File: config.mk
export PLATFORM = sky130hd
export DESIGN_NAME = vram_button_writer
export DESIGN_NICKNAME = d
export VERILOG_FILES = /design/src/rtl/vram_writer_pkg.sv /design/src/rtl/button_debouncer.sv /design/src/rtl/vram_button_writer.sv
export SDC_FILE = /design/constraint.sdc
export NUM_CORES = 1
export LEC_CHECK = 0
export CORE_AREA = 2 2 110 112
export CTS_BUF_LIST = sky130_fd_sc_hd__clkbuf_8
export CTS_CLUSTER_SIZE = 24
export DETAILED_ROUTE_END_ITERATION = 6
export DIE_AREA = 0 0 112 114
export GPL_ROUTABILITY_DRIVEN = 1
export HOLD_SLACK_MARGIN = 0.03
export MAX_ROUTING_LAYER = met4
export PLACE_DENSITY = 0.79
export SYNTH_ARGS = -nofsm -noshare
export SYNTH_HDL_FRONTEND = slang
export SYNTH_SLANG_ARGS = --single-unit
File: constraint.sdc
create_clock -name clk -period 6.4 [get_ports clk]
set_input_delay 1.28 -clock clk [delete_from_list [all_inputs] [get_ports clk]]
set_output_delay 1.28 -clock clk [all_outputs]
set_load 0.02 [all_outputs]
File: src/rtl/vram_writer_pkg.sv
// Shared encodings for the button-driven VRAM writer.
// FSM states, pattern codes and the pattern bit-pair helper.
package vram_writer_pkg;

  localparam logic [1:0] IDLE     = 2'd0;
  localparam logic [1:0] SINGLE   = 2'd1;
  localparam logic [1:0] FILL     = 2'd2;
  localparam logic [1:0] FILL_GAP = 2'd3;

  localparam logic [1:0] PAT_ZERO  = 2'd0;
  localparam logic [1:0] PAT_ONES  = 2'd1;
  localparam logic [1:0] PAT_ALT   = 2'd2;
  localparam logic [1:0] PAT_CHECK = 2'd3;

  // Every pattern is a 2-bit unit replicated across the word.
  function automatic logic [1:0] pat_unit(
    input logic [1:0] pat,
    input logic       a0
  );
    logic [1:0] u;
    unique case (pat)
      PAT_ZERO:  u = 2'b00;
      PAT_ONES:  u = 2'b11;
      PAT_ALT:   u = 2'b10;
      PAT_CHECK: u = a0 ? 2'b11 : 2'b00;
      default:   u = 2'b00;
    endcase
    return u;
  endfunction

endpackage

File: src/rtl/button_debouncer.sv
// Two-flop synchroniser, stable-count debouncer and press pulse.
// Ports: clk, reset (async high), raw in; level, pulse out.
module button_debouncer #(
  parameter int DEBOUNCE_CYCLES = 250000
) (
  input  logic clk,
  input  logic reset,
  input  logic raw,
  output logic level,
  output logic pulse
);

  localparam int CW = $clog2(DEBOUNCE_CYCLES);
  localparam logic [CW-1:0] CNT_LAST = CW'(DEBOUNCE_CYCLES - 1);

  logic          sync1_q, sync1_d;
  logic          sync2_q, sync2_d;
  logic          level_q, level_d;
  logic          pulse_q, pulse_d;
  logic [CW-1:0] cnt_q, cnt_d;

  // cnt_q holds the number of differing samples already seen;
  // the level flips on the DEBOUNCE_CYCLES-th one in a row.
  always_comb begin
    sync1_d = raw;
    sync2_d = sync1_q;
    level_d = level_q;
    pulse_d = 1'b0;
    cnt_d   = '0;
    if (sync2_q != level_q) begin
      if (cnt_q == CNT_LAST) begin
        level_d = sync2_q;
        pulse_d = sync2_q;
      end else begin
        cnt_d = cnt_q + 1'b1;
      end
    end
  end

  always_ff @(posedge clk or posedge reset) begin
    if (reset) begin
      sync1_q <= 1'b0;
      sync2_q <= 1'b0;
      level_q <= 1'b0;
      pulse_q <= 1'b0;
      cnt_q   <= '0;
    end else begin
      sync1_q <= sync1_d;
      sync2_q <= sync2_d;
      level_q <= level_d;
      pulse_q <= pulse_d;
      cnt_q   <= cnt_d;
    end
  end

  assign level = level_q;
  assign pulse = pulse_q;

endmodule

File: src/rtl/vram_button_writer.sv
// Button-driven VRAM write controller: single write and full fill.
// Ports: clk, reset, four raw buttons, wren/waddr/wdata/wrack, status.
module vram_button_writer
  import vram_writer_pkg::*;
#(
  parameter int ADDR_WIDTH      = 14,
  parameter int DATA_WIDTH      = 16,
  parameter int DEPTH           = 8192,
  parameter int DEBOUNCE_CYCLES = 250000
) (
  input  logic                  clk,
  input  logic                  reset,
  input  logic                  btn_write,
  input  logic                  btn_next,
  input  logic                  btn_pattern,
  input  logic                  btn_fill,
  output logic                  wren,
  output logic [ADDR_WIDTH-1:0] waddr,
  output logic [DATA_WIDTH-1:0] wdata,
  input  logic                  wrack,
  output logic                  busy,
  output logic [ADDR_WIDTH-1:0] cursor,
  output logic [1:0]            pattern_sel
);

  localparam logic [ADDR_WIDTH-1:0] LAST = ADDR_WIDTH'(DEPTH - 1);

  function automatic logic [DATA_WIDTH-1:0] pat_word(
    input logic [1:0] p,
    input logic       a0
  );
    return {(DATA_WIDTH/2){pat_unit(p, a0)}};
  endfunction

  logic [3:0] raw;
  logic [3:0] pls;
  logic [3:0] lvl_unused;

  assign raw = {btn_fill, btn_pattern, btn_next, btn_write};

  for (genvar i = 0; i < 4; i++) begin : g_btn
    button_debouncer #(
      .DEBOUNCE_CYCLES(DEBOUNCE_CYCLES)
    ) u_deb (
      .clk  (clk),
      .reset(reset),
      .raw  (raw[i]),
      .level(lvl_unused[i]),
      .pulse(pls[i])
    );
  end

  logic write_p, next_p, pat_p, fill_p;
  assign write_p = pls[0];
  assign next_p  = pls[1];
  assign pat_p   = pls[2];
  assign fill_p  = pls[3];

  logic [1:0]            state_q, state_d;
  logic                  wren_q, wren_d;
  logic                  busy_q, busy_d;
  logic [ADDR_WIDTH-1:0] waddr_q, waddr_d;
  logic [DATA_WIDTH-1:0] wdata_q, wdata_d;
  logic [ADDR_WIDTH-1:0] cursor_q, cursor_d;
  logic [ADDR_WIDTH-1:0] fill_addr_q, fill_addr_d;
  logic [1:0]            pat_q, pat_d;

  always_comb begin
    state_d     = state_q;
    wren_d      = wren_q;
    busy_d      = busy_q;
    waddr_d     = waddr_q;
    wdata_d     = wdata_q;
    cursor_d    = cursor_q;
    fill_addr_d = fill_addr_q;
    pat_d       = pat_q;
    unique case (state_q)
      IDLE: begin
        // Cursor/pattern updates apply alongside a launch but the
        // launch uses the pre-update values.
        if (next_p)
          cursor_d = (cursor_q == LAST) ? '0 : cursor_q + 1'b1;
        if (pat_p)
          pat_d = pat_q + 2'd1;
        if (fill_p) begin
          state_d     = FILL;
          fill_addr_d = '0;
          waddr_d     = '0;
          wdata_d     = pat_word(pat_q, 1'b0);
          wren_d      = 1'b1;
          busy_d      = 1'b1;
        end else if (write_p) begin
          state_d = SINGLE;
          waddr_d = cursor_q;
          wdata_d = pat_word(pat_q, cursor_q[0]);
          wren_d  = 1'b1;
          busy_d  = 1'b1;
        end
      end
      SINGLE: begin
        if (wrack) begin
          wren_d  = 1'b0;
          busy_d  = 1'b0;
          state_d = IDLE;
        end
      end
      FILL: begin
        if (wrack) begin
          wren_d = 1'b0;
          if (fill_addr_q == LAST) begin
            busy_d  = 1'b0;
            state_d = IDLE;
          end else begin
            fill_addr_d = fill_addr_q + 1'b1;
            state_d     = FILL_GAP;
          end
        end
      end
      FILL_GAP: begin
        waddr_d = fill_addr_q;
        wdata_d = pat_word(pat_q, fill_addr_q[0]);
        wren_d  = 1'b1;
        state_d = FILL;
      end
      default: begin
        state_d = IDLE;
        wren_d  = 1'b0;
        busy_d  = 1'b0;
      end
    endcase
  end

  always_ff @(posedge clk or posedge reset) begin
    if (reset) begin
      state_q     <= IDLE;
      wren_q      <= 1'b0;
      busy_q      <= 1'b0;
      waddr_q     <= '0;
      wdata_q     <= '0;
      cursor_q    <= '0;
      fill_addr_q <= '0;
      pat_q       <= PAT_ZERO;
    end else begin
      state_q     <= state_d;
      wren_q      <= wren_d;
      busy_q      <= busy_d;
      waddr_q     <= waddr_d;
      wdata_q     <= wdata_d;
      cursor_q    <= cursor_d;
      fill_addr_q <= fill_addr_d;
      pat_q       <= pat_d;
    end
  end

  assign wren        = wren_q;
  assign busy        = busy_q;
  assign waddr       = waddr_q;
  assign wdata       = wdata_q;
  assign cursor      = cursor_q;
  assign pattern_sel = pat_q;

endmodule

==> results of run 1 <==
## Yosys cell counts (3+ instances only)
| library cell | number | area share [%] |
|---|---|---|
| a22oi_1 | 11 | 1.2 |
| and4_1 | 5 | 0.64 |
| and3b_1 | 3 | 0.38 |
| and3_1 | 6 | 0.55 |
| mux2_2 | 7 | 1.1 |
| a31oi_1 | 4 | 0.36 |
| nand2_1 | 62 | 3.4 |
| a311oi_1 | 3 | 0.38 |
| a21oi_1 | 25 | 1.8 |
| xnor2_1 | 42 | 5.4 |
| inv_1 | 24 | 1.3 |
| o21ai_0 | 34 | 2.5 |
| nand2b_1 | 5 | 0.46 |
| or4_1 | 15 | 1.6 |
| nand3_1 | 37 | 2.7 |
| buf_4 | 14 | 1.5 |
| buf_2 | 5 | 0.36 |
| nor2b_1 | 3 | 0.27 |
| nor4_1 | 19 | 1.7 |
| ha_1 | 14 | 2.6 |
| nand4_1 | 20 | 1.8 |
| o211ai_1 | 7 | 0.77 |
| o31ai_1 | 17 | 1.9 |
| dfrtp_1 | 138 | 50 |
| nor3b_1 | 6 | 0.66 |
| xor2_1 | 18 | 2.3 |
| nor3_1 | 15 | 1.1 |
| nor2_1 | 76 | 4.2 |
| or3_1 | 13 | 1.2 |
| clkbuf_1 | 13 | 0.71 |
## kinds of logic (layout without fill, tap and decap cells)
kind of cell	after synthesis	count (layout)	share of synthesized area, %
muxes	8	8	1.29
xor gates and xnor gates	60	60	7.66
AOI/OAI and AO/OA	118	118	11.2
adders and majority gates	14	14	2.55
and+or+nand+nor	302	302	22.8
DFF	138	138	50.3
buffers and inverters	58	114	4.16
## state kept, by name, indices dropped and copies added, names as in the netlist
register / count
pattern_sel: 2
g_btn.u_deb.sync2_q: 4
busy: 1
g_btn.u_deb.sync1_q: 4
g_btn.u_deb.cnt_q: 72
fill_addr_q: 14
waddr: 14
g_btn.u_deb.pulse: 4
wren: 1
cursor: 14
state_q: 2
g_btn.u_deb.level: 4
wdata: 2
## per-layer routing
metal  vias up  track usage, %  routed length [um]
met5         -               -                   0
met4         0            7.15                 178
li1       2586               -                   -
met1      2611            31.7                6500
met2       151            38.4                6930
met3        17            6.06                 698
## area by class of cell
| class | count | share of cell area (%) |
|---|---|---|
| Sequential cell | 138 | 44.0 |
| Multi-Input combinational cell | 502 | 39.7 |
| Timing Repair Buffer | 58 | 7.26 |
| Clock buffer | 20 | 3.50 |
| Tap cell | 147 | 2.34 |
| Clock inverter | 12 | 1.98 |
| Inverter | 24 | 1.21 |
## metrics by stage
step	power [mW]	setup WS, ns	hold slack [ns]
after floorplan	1.17	1.42	0.331
after global routing	2.10	3.43	0.363
after global placement	1.23	3.33	0.332
after detailed placement	1.24	3.26	0.336
final	2.00	3.48	0.353
after CTS	2.01	3.46	0.353
## how the worst max path moves through the flow
stage,start,endpoint,slack [ns],depth (start not counted)
floorplan,reset,busy,1.42,1
global placement,reset,g_btn[0].u_deb.sync2_q,3.33,3
detailed placement,reset,g_btn[0].u_deb.cnt_q[7],3.26,3
CTS,cursor[0],cursor[0],3.46,1
global route,cursor[0],cursor[0],3.43,1
finish,cursor[0],cursor[0],3.48,1
## power breakdown
part / internal, mW / switching (mW) / total [mW]
Clock: 0.448 / 0.322 / 0.769
Combinational: 0.0880 / 0.211 / 0.299
Sequential: 0.902 / 0.0287 / 0.931
Total: 1.44 / 0.561 / 2.00
==> results.py, run 1 <==
metrics = {
    "run": {
        "drv_cap": 0,
    },
    "global_route": {
        "grt_max_degree": 79,
        "grtUsageTotal_pct": 24.3,
        "grt_overflow": 0,
        "grt_pass1_vias": 5150,
        "antenna_found_initial": 0,
        "grt_first_pass_wirelength_um": 24600,
    },
    "placement": {
        "gp_congestion": 0.873,
        "place_inst": 869,
        "place_area_sq_mm": 0.00742,
        "io_buffers": 54,
        "hpwlAfterDp_um": 9660,
    },
    "hold_path": {
        "holdPathEnd": "g_btn[0].u_deb.sync2_q",
        "holdPathStages": 0,
        "hold_path_class": "reg2reg",
        "min-delay-start": "g_btn[0].u_deb.sync1_q",
    },
    "clocking": {
        "cts-root-buf": "clkbuf_8",
        "clock_latency_ns": 0.44,
        "cts.clk_slew.worst_paths_ns": 0.07,
        "cts_hold_buf": 0,
        "h-tree-depth": 4,
        "cts_made_buffers": 17,
        "cts_tree": "built",
        "cts_resized": 0,
        "clock_path_buffers": 2,
        "cts.sinks": 138,
        "postCtsSetupRepairBufs": 0,
    },
    "synthesis": {
        "synth.distinct_cells": 59,
        "syn_inst": 698,
        "async_flop_share_pct": 100,
        "synth.avg_cell_area_sq_um": 9.83,
        "ys_seq_area_share_pct": 50.3,
        "synth-main-ff-cell": "dfrtp_1",
        "synth_area_sq_mm": 0.00686,
        "ys_ff_latch": 138,
        "synth_warnings": 0,
        "synthesis.nets": 719,
        "synth_edf_count": 0,
    },
    "power_and_ir_drop": {
        "peakVddDrop_v": 0.000295,
        "power_density_mw_per_mm2": 255,
        "p_leak_nw": 3.16,
    },
    "routing": {
        "post_drt_wl_per_cell_um": 15.9,
        "drt_iter0_markers": 327,
        "dr.pass1.iters": 4,
        "routed_wl_um": 14300,
        "vias": 5365,
        "via_per_inst": 5.95,
        "drc": 0,
        "drtAntennaViolNets": 0,
    },
    "sta": {
        "setup_viol": 0,
        "final.min_clock_period_ns": 2.92,
        "period_share_pct": 45.6,
        "worstMarginPinSlew_ns": 1.23,
        "rsz0062_at_grt": "false",
        "skew_ns": 0.0101,
        "fmax_mhz": 343,
        "hold_viol": 0,
        "slew_headroom_pct": 17.3,
        "tns_ns": 0,
        "slew_violations": 0,
    },
    "outcome": {
        "status": "complete, no violations",
    },
    "die": {
        "initial_core_util_pct": 58.6,
        "rows": 40,
        "die_area_sq_mm": 0.0128,
        "die_w_um": 112,
        "die_y_um": 114,
        "core_sq_mm": 0.0117,
        "io_pins": 55,
    },
    "layout": {
        "final_common_cell": "dfrtp_1",
        "final_cells": 901,
        "diodes": 0,
        "area_growth_pct": 14.5,
        "fin_area_sq_mm": 0.00786,
        "final_nets": 762,
        "nFillCells": 907,
        "final_cell_mix": "dfrtp_1, nor2_1, nand2_1, clkdlybuf4s50_1, xnor2_1",
        "drive_above_1_share_pct": 6.63,
        "final_core_util_pct": 67.1,
        "regArea_sq_mm": 0.00345,
        "multi_input_area_sq_mm": 0.00312,
    },
    "setup_path": {
        "crit_required_ns": 5.12,
        "max_stage_delay_ns": 0.67,
        "critPathBufInv": 1,
        "critPathKind": "reg2out",
        "crit_fanout": 8,
        "rrSetupSlack_ns": 3.84,
        "reg2reg_depth": 6,
        "crit_path_top_delay_cell": "clkdlybuf4s50_1",
        "critPathLaunchType": "flip-flop",
        "r2r_end": "wdata[13]",
        "crit_chain": "clkdlybuf4s50_1",
        "critPathCaptureType": "primary output",
        "r2r-start": "state_q[0]",
        "arrival_ns": 1.64,
        "crit_family": "buffers and inverters",
    },
}
No activity file was read; power rests on OpenSTA's default activity.
==> run 2, diff against run 1 <==
CORE_AREA = 2 2 115 117   (was 2 2 110 112)
DIE_AREA = 0 0 117 119   (was 0 0 112 114)
PLACE_DENSITY = 0.76   (was 0.79)
clock period = 2.6 ns   (was 6.4 ns; I/O delays follow)
==> run 2 against run 1 <==
  * Design area up 1.4%
  * Worst hold slack worse by 0.0012 ns
  * Count of clock-buffer cells in the layout down 1
  * Die area up 9.0%
  * Setup slack worse by 3.2 ns
  * First-iteration DRC count up 39%
  * Sequential cell count unchanged
  * Via count up 0.60%
  * Sequential share of layout area down 0.59 points
  * Sequential power up 150%
  * Critical path depth up 4
  * Highest routed layer unchanged
==> results.py, run 2 (synthesis gave the netlist of run 1 again) <==
metrics = {
    "global_route": {
        "grtUsageTotal_pct": 22.0,
        "grt_max_degree": 64,
        "grt_first_pass_wirelength_um": 23600,
        "antenna_found_initial": 0,
        "grt_pass1_vias": 5086,
        "grt_overflow": 0,
    },
    "hold_path": {
        "holdPathEnd": "g_btn[2].u_deb.sync2_q",
        "holdPathStages": 0,
        "min-delay-start": "g_btn[2].u_deb.sync1_q",
        "hold_path_class": "reg2reg",
    },
    "layout": {
        "final_core_util_pct": 61.8,
        "area_growth_pct": 16.1,
        "final_common_cell": "dfrtp_1",
        "largest_reg_flops": 72,
        "largest_register": "g_btn.u_deb.cnt_q",
        "final_cells": 938,
        "diodes": 0,
        "final_nets": 771,
        "final_cell_mix": "dfrtp_1, nor2_1, nand2_1, clkdlybuf4s50_1, xnor2_1",
        "drive_above_1_share_pct": 8.14,
    },
    "sta": {
        "tns_ns": 0,
        "rsz0062_at_grt": "false",
        "fmax_mhz": 438,
        "skew_ns": 0.0121,
        "slew_headroom_pct": 32.1,
        "hold_viol": 0,
        "worstMarginPinSlew_ns": 1.01,
        "period_share_pct": 87.8,
        "slew_violations": 0,
        "final.min_clock_period_ns": 2.28,
        "setup_viol": 0,
    },
    "setup_path": {
        "crit_required_ns": 2.90,
        "max_stage_delay_ns": 0.76,
        "critPathCaptureType": "flip-flop",
        "reg2reg_depth": 5,
        "arrival_ns": 2.59,
        "crit_fanout": 11,
        "rrSetupSlack_ns": 0.32,
        "crit_chain": "ha_1 > nand4_2 > or4_1 > nand2_1 > o311ai_0",
        "crit_path_top_delay_cell": "or4_1",
        "critPathLaunchType": "flip-flop",
        "r2r-start": "fill_addr_q[0]",
        "critPathKind": "reg2reg",
        "r2r_end": "fill_addr_q[2]",
    },
    "placement": {
        "hpwlAfterDp_um": 9820,
        "place_inst": 907,
        "gp_congestion": 0.917,
        "io_buffers": 54,
    },
    "outcome": {
        "status": "complete, no violations",
    },
    "clocking": {
        "cts-root-buf": "clkbuf_8",
        "cts_resized": 0,
        "cts.sinks": 138,
        "cts_hold_buf": 0,
        "cts_made_buffers": 17,
        "h-tree-depth": 4,
        "clock_path_buffers": 2,
        "cts_tree": "built",
        "cts.clk_slew.worst_paths_ns": 0.08,
        "postCtsSetupRepairBufs": 0,
        "clock_latency_ns": 0.45,
    },
    "routing": {
        "routed_wl_um": 14000,
        "drc": 0,
        "post_drt_wl_per_cell_um": 14.9,
        "vias": 5397,
        "via_per_inst": 5.75,
        "drt_iter0_markers": 456,
        "dr.pass1.iters": 5,
        "drtAntennaViolNets": 0,
    },
    "die": {
        "die_y_um": 119,
        "core_sq_mm": 0.0129,
        "die_w_um": 117,
        "rows": 42,
        "io_pins": 55,
        "die_area_sq_mm": 0.0139,
        "initial_core_util_pct": 53.3,
    },
    "power_and_ir_drop": {
        "p_leak_nw": 3.17,
        "peakVddDrop_v": 0.000413,
        "power_density_mw_per_mm2": 614,
        "finalPower_mw": 4.89,
    },
    "run": {
        "drv_cap": 0,
    },
}
==> run 2: cell types whose count changed in the layout (fill, tap and decap cells not counted), sizes merged <==
cell / before / now
bufinv: 4 / 3
clkinvlp: 0 / 5
clkinv: 4 / 5
buf: 4 / 13
clkbuf: 20 / 19
inv: 28 / 23
==> run 2: worst max-delay path by stage <==
stage                   startpoint             end
finish              fill_addr_q[0]  fill_addr_q[2]
global route        fill_addr_q[0]  fill_addr_q[2]
CTS                 fill_addr_q[0]  fill_addr_q[2]
detailed placement  fill_addr_q[0]  fill_addr_q[2]
global placement    fill_addr_q[0]  fill_addr_q[2]
floorplan                    reset            busy
==> run 2: metrics by stage <==
stage	setup WS, ns	hold slack, ns	cell area [sq um]
after floorplan	0.359	0.331	6860
after global placement	0.446	0.334	7550
after detailed placement	0.367	0.335	7550
after CTS	0.349	0.352	7960
after global routing	0.158	0.357	7960
final	0.317	0.352	7960
==> run 2: layout make-up <==
| cell class | count | area [sq um] |
|---|---|---|
| clock inverters | 12 | 149 |
| clock buffers | 19 | 262 |
| repair buffers | 67 | 663 |
| well taps | 176 | 220 |
| fillers | 1059 | 4910 |
| inverters | 24 | 93.8 |
| multi-input cells | 502 | 3120 |
| flip-flops and latches | 138 | 3450 |
==> run 2: power breakdown <==
part | internal (mW) | switching (mW) | leakage (nW)
combinational | 0.259 | 0.533 | 1.08
clock | 0.987 | 0.817 | 0.199
sequential | 2.22 | 0.0698 | 1.89
total | 3.47 | 1.42 | 3.17
==> run 2: worst max-delay path, delay by kind of cell (launching register included) <==
| family | cells | cell delay [ns] |
|---|---|---|
| and+or+nand+nor | 3 | 1.32 |
| adders and majority gates | 1 | 0.23 |
| DFF | 1 | 0.42 |
| AOI/OAI and AO/OA | 1 | 0.15 |
==> run 2: layer usage <==
layer	share of wire [%]	global-route usage (%)	routed length, um
met5	0	-	0
met4	1.7	7.28	233
met3	4.7	4.73	656
met2	50	34.3	6920
met1	44	28.7	6160
==> run 3, diff against run 2 <==
CTS_CLUSTER_SIZE = default   (was 24)
==> results of run 3 <==
Final layout, timing and power as in run 2 (identical DEF).
